--- config.mk ---
export PLATFORM = sky130hd
export DESIGN_NAME = fire_scheduler
export DESIGN_NICKNAME = d
export VERILOG_FILES = /design/src/rtl/fire_scheduler.sv
export SDC_FILE = /design/constraint.sdc
export NUM_CORES = 1
export LEC_CHECK = 0
export CAP_MARGIN = 25
export CORE_MARGIN = 4
export CORE_UTILIZATION = 52
export DETAILED_ROUTE_END_ITERATION = 10
export GPL_TIMING_DRIVEN = 1
export PLACE_DENSITY = 0.89
export SETUP_SLACK_MARGIN = 0.15
export SLEW_MARGIN = 20
export SYNTH_ARGS = -nofsm -noshare
export SYNTH_HDL_FRONTEND = slang
export SYNTH_SLANG_ARGS = --single-unit
--- constraint.sdc ---
create_clock -name clk -period 1.7 [get_ports clk]
set_input_delay 0.34 -clock clk [delete_from_list [all_inputs] [get_ports clk]]
set_output_delay 0.34 -clock clk [all_outputs]
set_load 0.02 [all_outputs]
--- src/rtl/fire_scheduler.sv ---
// Fire scheduler: picks one excited transition per step (round robin) and issues it on 'fire',
// with a settle cycle after each fire. Optional macro FIRE_RANDOM_EN randomizes the scan start via an LFSR.
module fire_scheduler #(
  parameter int          N               = 8,
  parameter int          FW              = 4,
  parameter int          DEADLOCK_CYCLES = 16,
  parameter logic [15:0] LFSR_SEED       = 16'hACE1
) (
  input  logic          clk,
  input  logic          reset,
  input  logic [N-1:0]  excited,
  input  logic          run,
  input  logic          step,
  output logic [FW-1:0] fire,
  output logic          fire_valid,
  output logic          deadlock,
  output logic [31:0]   fire_count,
  output logic          busy
);

  localparam int            SW        = $clog2(DEADLOCK_CYCLES + 1);
  localparam logic [FW-1:0] IDLE_CODE = FW'(N);
  localparam logic [FW-1:0] LAST_IDX  = FW'(N - 1);
  localparam logic [SW-1:0] STALL_MAX = SW'(DEADLOCK_CYCLES);

  if ((2 ** FW) <= N) begin : g_bad_fw
    $error("fire_scheduler: FW too narrow for idle code N");
  end
  if (DEADLOCK_CYCLES < 1) begin : g_bad_dl
    $error("fire_scheduler: DEADLOCK_CYCLES must be >= 1");
  end
  if (LFSR_SEED == 16'h0000) begin : g_bad_seed
    $error("fire_scheduler: LFSR_SEED must be nonzero");
  end

  typedef enum logic [2:0] {
    S_IDLE,
    S_EVAL,
    S_FIRE,
    S_SETTLE,
    S_DEADLOCK
  } state_t;

  state_t        state_q, state_d;
  logic [FW-1:0] fire_q, fire_d;
  logic          fire_valid_q, fire_valid_d;
  logic          deadlock_q, deadlock_d;
  logic [31:0]   count_q, count_d;
  logic [FW-1:0] ptr_q, ptr_d;
  logic [SW-1:0] stall_q, stall_d;
  logic          one_shot_q, one_shot_d;

  logic [FW-1:0] scan_start;
  logic [FW-1:0] sel;
  logic          found;

`ifdef FIRE_RANDOM_EN
  logic [15:0] lfsr_q, lfsr_d;
  logic [15:0] lfsr_mod;

  // Fibonacci LFSR, taps 16,14,13,11; steps once per issued fire
  always_comb begin
    lfsr_d   = lfsr_q;
    lfsr_mod = lfsr_q % 16'(N);
    if (state_q == S_FIRE) begin
      lfsr_d = {lfsr_q[14:0], lfsr_q[15] ^ lfsr_q[13] ^ lfsr_q[12] ^ lfsr_q[10]};
    end
    scan_start = lfsr_mod[FW-1:0];
  end

  always_ff @(posedge clk) begin
    if (reset) lfsr_q <= LFSR_SEED;
    else       lfsr_q <= lfsr_d;
  end
`else
  always_comb begin
    scan_start = ptr_q;
  end
`endif

  // Wrap-around scan: indices >= start take priority over those below it
  always_comb begin
    found = 1'b0;
    sel   = '0;
    for (int j = 0; j < N; j++) begin
      if (!found && excited[j] && (FW'(j) >= scan_start)) begin
        found = 1'b1;
        sel   = FW'(j);
      end
    end
    for (int j = 0; j < N; j++) begin
      if (!found && excited[j]) begin
        found = 1'b1;
        sel   = FW'(j);
      end
    end
  end

  always_comb begin
    state_d      = state_q;
    fire_d       = IDLE_CODE;
    one_shot_d   = one_shot_q;
    stall_d      = stall_q;
    ptr_d        = ptr_q;
    count_d      = count_q;
    deadlock_d   = deadlock_q;
    case (state_q)
      S_IDLE: begin
        if (run || step) begin
          state_d    = S_EVAL;
          one_shot_d = step & ~run;
        end
      end
      S_EVAL: begin
        if (!run && !one_shot_q) begin
          state_d = S_IDLE;
        end else if (found) begin
          fire_d  = sel;
          stall_d = '0;
          state_d = S_FIRE;
        end else begin
          stall_d = stall_q + 1'b1;
          if ((stall_q + 1'b1) == STALL_MAX) begin
            state_d    = S_DEADLOCK;
            deadlock_d = 1'b1;
          end
        end
      end
      S_FIRE: begin
        count_d = count_q + 32'd1;
        ptr_d   = (fire_q == LAST_IDX) ? '0 : fire_q + 1'b1;
        state_d = S_SETTLE;
      end
      S_SETTLE: begin
        one_shot_d = 1'b0;
        state_d    = run ? S_EVAL : S_IDLE;
      end
      S_DEADLOCK: begin
        state_d = S_DEADLOCK;
      end
      default: begin
        state_d = S_IDLE;
      end
    endcase
    fire_valid_d = (fire_d < IDLE_CODE);
  end

  always_ff @(posedge clk) begin
    if (reset) begin
      state_q      <= S_IDLE;
      fire_q       <= IDLE_CODE;
      fire_valid_q <= 1'b0;
      deadlock_q   <= 1'b0;
      count_q      <= '0;
      ptr_q        <= '0;
      stall_q      <= '0;
      one_shot_q   <= 1'b0;
    end else begin
      state_q      <= state_d;
      fire_q       <= fire_d;
      fire_valid_q <= fire_valid_d;
      deadlock_q   <= deadlock_d;
      count_q      <= count_d;
      ptr_q        <= ptr_d;
      stall_q      <= stall_d;
      one_shot_q   <= one_shot_d;
    end
  end

  assign fire       = fire_q;
  assign fire_valid = fire_valid_q;
  assign deadlock   = deadlock_q;
  assign fire_count = count_q;
  assign busy       = (state_q != S_IDLE) && (state_q != S_DEADLOCK);

endmodule
* After elaboration in Yosys (flattened, before gate mapping)
Cells that the tools add are included.
Widths: inputs -> output; s select.
** Word-level totals
- Flip-flop bits (word level) :: 51
- Bits in latches :: 0
- Bits in writable memories :: 0
- Memory bits (read-only) :: 0
- Input bits :: 12
- Output and inout bits :: 39
- Memories kept :: 0
** Cells by class
- $add $sub $neg :: 3
- Multiply operators :: 0
- Div/mod/pow operators :: 0
- Order comparisons :: 9
- Equal/unequal tests :: 9
- Shift operators :: 0
- Muxes and demuxes :: 44
- Bitwise operators :: 4
- Reduce and logical (&&, ||, !) cells :: 50
** Operator list (count)
- $mux 4 :: 18
- $add 32x1->32 const B :: 1
- $logic_and 1x1->1 :: 25
- $mux 1 :: 19
- $logic_not 1->1 :: 17
- $ge 3x4->1 const A :: 4
- $pmux 3 s5 :: 1
- $mux 3 :: 4
- $ge 1x4->1 const A :: 2
- $ge 2x4->1 const A :: 2
- $eq 3x2->1 const B :: 2
- $reduce_and 2->1 :: 3
- $add 5x1->5 const B :: 1
- $eq 5x5->1 const B :: 1
- $mux 5 :: 1
- $add 4x1->4 const B :: 1
- $eq 4x3->1 const B :: 1
- $lt 4x4->1 const B :: 1
- $ne 4x4->1 const B :: 1
- $reduce_and 4->1 :: 1
- $eq 3x1->1 const B :: 1
- $eq 3x3->1 const B :: 1
- $logic_not 3->1 :: 1
- $ne 3x3->1 const B :: 1
- other kinds (7) :: 9

* Longest topological paths before layout
- Word-level depth :: 59
- Depth in mapped cells :: 7
- Depth with buffers taken out :: 5

* Least setup slack after synthesis
Ideal clock, no wire load.
- Kind :: flip-flop to flip-flop
- Start point :: reg count_q[10] (netlist: fire_count[10])
- End point :: reg count_q[23] (netlist: fire_count[23])
- Arrival time :: 1.524 ns
- Data required time :: 1.572 ns
- Path slack :: 0.048 ns
- Stages on the path, launching flop included :: 7
- Buffers on the path :: 1
- Path through :: dfxtp_1 > and4_1 > nand4_2 > buf_2 > nor3_1 > xnor2_1 > nor2_1
** On the way
- Cells in the longest elaborated chain, start to end :: 1
** RTL lines
- start: declaration :: line 48 : logic [31:0] count_q, count_d;
- start signal: assignment :: line 163 : count_q <= count_d;
- $add 32x1->32 :: line 130 : count_d = count_q + 32'd1;
No other way between the ends.
A chain may end at the register's enable or synchronous reset.

* Final worst setup path
- Start point :: reg count_q[24] (netlist: fire_count[24])
- End point :: reg count_q[31] (netlist: fire_count[31])
The elaborated chain is that of the path after synthesis.

==> impl_results.md <==
- Outcome: complete, no violations
- Most frequent cells in the layout: nor2_1, dlygate4sd2_1, buf_4, dfxtp_1, nand2_1
- Max Root-Sink Buffers: 2
- Hold WC Path Type: flip-flop to flip-flop
- Overall Power: between 2000 and 2500 µW
- Number of synthesis warnings: 0
- F_max: just over 0.6 GHz
- Fillers: 298
- Largest net degree at the start of global routing: 23
- Slew HR: 78.36%
- Area of the multi-input gates: 1777 µm²
- Mapped cell area: ~2700 µm²
- # H-tree levels: 2
- Hold-critical path depth: 2
- Final nets: a little over 400
- Final setup fails: 0
- Hpwl dp: 4.596 mm
- Mapped Cells: between 300 and 400
- Fraction of registers with async set/reset: 0%
- GRT Overall Usage: 22.26%
- Yosys reg bits: 51
- Startpoint Class: flip-flop
- Final WL: 7.886 mm
- Ant diodes: 0
- Initial DRC count: 192
- Die Span Y: 80.08 µm
- Post-synthesis cell type count: 57
- Setup CP Type: flip-flop to flip-flop
- CTS Buf Count: 5
- Leak: about 0.0016 µW
- Post-synth EDFFs: 0
- Vias in the first global route: 2441
- Max-cap violations: 0
- WL per Instance: 17.00 µm
- Clock transition at the registers of the reported paths: 0.10 ns
- Post-Route Setup TNS: 0 ns
- Slew Limit Fails: 0
- Std-Cell Rows: 25
- GPL Wtd Cong: 0.8529
- Most common cell after layout, fill and taps aside: nor2_1
- Syn-to-layout area delta: 43.26%
- Avg Vias per Cell: approximately 5.8
- DRC viols: 0
- Layout cells sized above 1: approximately a third
- Slew @ Worst Pin: 0.3245 ns
- Hold Vio Cnt, Final: 0
- Core ar.: ~4900 µm²
- Number of port buffers: 50
- WP data arrival: around 1.9 ns
- Period minus WS final: between 1.5 and 2 ns
- Sequential fraction of the synthesis area: 37.80%
- Antenna Nets Post-Route: 0
- Die width: 80.08 µm
- CTS Root Cell: clkbuf_8
- Clock Latency Late Sink: around 0.32 ns
- First-pass GRT wire length: 11.30 mm
- Maximum vdd drop: between 0.4 and 0.5 mV
- Worst Skew: around 0.013 ns
- Via Count: 2689
- Fin crit share: 96.28%
- Critical Path Sink Type: flip-flop
- Unrepaired setup endpoints after global routing: true
- FF+latch area: about 1100 µm²
- Worst path required time: 1.91 ns
- Io pins: 51
- Starting Density: 55.36%
- Register-to-Register Path Depth: 5
- Die area: 6412 µm²
- Antenna violations before repair: 0
- Worst-path maximum fanout: 4
- Mapped Nets: 328
- Total grt overflow: 0
- Total clock sinks: 51
- Synth Flop Type: dfxtp_1
- PwrDens: 614.3 nW/µm²
- CTS tree: built
- Mapped Avg Cell Area: 8.630 µm²
- DR pass1 iterations: 5
-- registers in the layout, indices dropped and copies added (netlist names) --
register	count
state_q	3
deadlock	1
stall_q	5
one_shot_q	1
fire_valid	1
fire_count	32
fire	4
ptr_q	4
-- where the power goes --
part / total [µW] / internal, µW / switching (µW) / leakage [µW]
Combinational: 278 / 123 / 155 / 0.00115
Clock: 881 / 447 / 435 / 0.0000587
Sequential: 1220 / 1200 / 21.4 / 0.000426
Total: 2380 / 1770 / 611 / 0.00164
-- metal layers --
metal | track usage, % | up-vias | routed length [µm]
li1 | - | 1257 | -
met1 | 28.03 | 1274 | 3366
met2 | 38.08 | 137 | 3781
met3 | 4.260 | 21 | 469
met4 | 7.264 | 0 | 269
met5 | 0 | - | 0
-- cells in the mapped netlist, drive strengths merged (4+ instances only) --
| cell | count | share of area, % |
|---|---|---|
| o21ai | 9 | 1.8 |
| nand3b | 4 | 1.1 |
| clkbuf | 5 | 0.74 |
| a21oi | 20 | 4.1 |
| inv | 16 | 2.2 |
| nor2 | 46 | 6.5 |
| a211oi | 4 | 1.1 |
| nor3 | 18 | 4.8 |
| nand4 | 5 | 2.5 |
| dfxtp | 51 | 38 |
| buf | 8 | 2.5 |
| xor2 | 6 | 1.9 |
| or3 | 6 | 1.6 |
| xnor2 | 22 | 7.1 |
| nand2 | 23 | 3.2 |
| nand3 | 16 | 3.0 |
| and4 | 5 | 1.6 |
| and2 | 4 | 0.93 |
-- final cells by class --
cell class / count / area share (%)
multi-input combinational: 234 / 45.91
tap: 67 / 2.166
sequential: 51 / 27.80
inverter: 16 / 1.552
clock buffer: 5 / 1.778
timing repair buffer: 88 / 19.56
clock inverter: 3 / 1.229
-- cells by family (layout without fill, tap and decap cells) --
| family | count (synthesis) | after routing | share of synthesized area (%) |
|---|---|---|---|
| and+or+nand+nor | 147 | 148 | 31.82 |
| AOI/OAI and AO/OA | 53 | 53 | 13.76 |
| DFF | 51 | 51 | 37.80 |
| buffers and inverters | 29 | 112 | 5.419 |
| xor gates and xnor gates | 28 | 28 | 9.078 |
| adders and majority gates | 3 | 3 | 1.390 |
| muxes | 2 | 2 | 0.7411 |
-- critical path, cell delays in order, from the launching register on --
cell and delay (ns):
dfxtp_1 0.46, and4_2 0.32, nand4_1 0.21, nor4_2 0.33
xnor2_1 0.17, nor2_1 0.05
-- worst paths after layout --
kind | from | endpoint | slack (ns)
min | deadlock | deadlock | 0.47
min reg2reg | deadlock | deadlock | 0.47
max reg2reg | fire_count[24] | fire_count[31] | 0.06
max | fire_count[24] | fire_count[31] | 0.06
-- per-stage QoR --
stage	util, %	worst slack, ns	std cells	hold WS (ns)	instance area [µm²]
after floorplan	-	0.1196	313	0.4579	2725
after global placement	70.05	-0.3976	443	0.4607	3418
after detailed placement	70.05	-0.4310	443	0.4504	3418
after CTS	74.08	0.05994	457	0.4627	3615
after global routing	79.31	-0.01557	464	0.4917	3870
final	79.31	0.06316	464	0.4719	3870
-- what timing repair did --
item | CTS | global route
gates cloned | 1 | 1
hold buffers | 0 | 0
setup endpoints to repair | 71 | 36
buffers inserted | 5 | 6
pin swaps | 11 | 21
hold endpoints to repair | 0 | 0
resized for setup | 79 | 48
(Power assumes the default switching activity.)
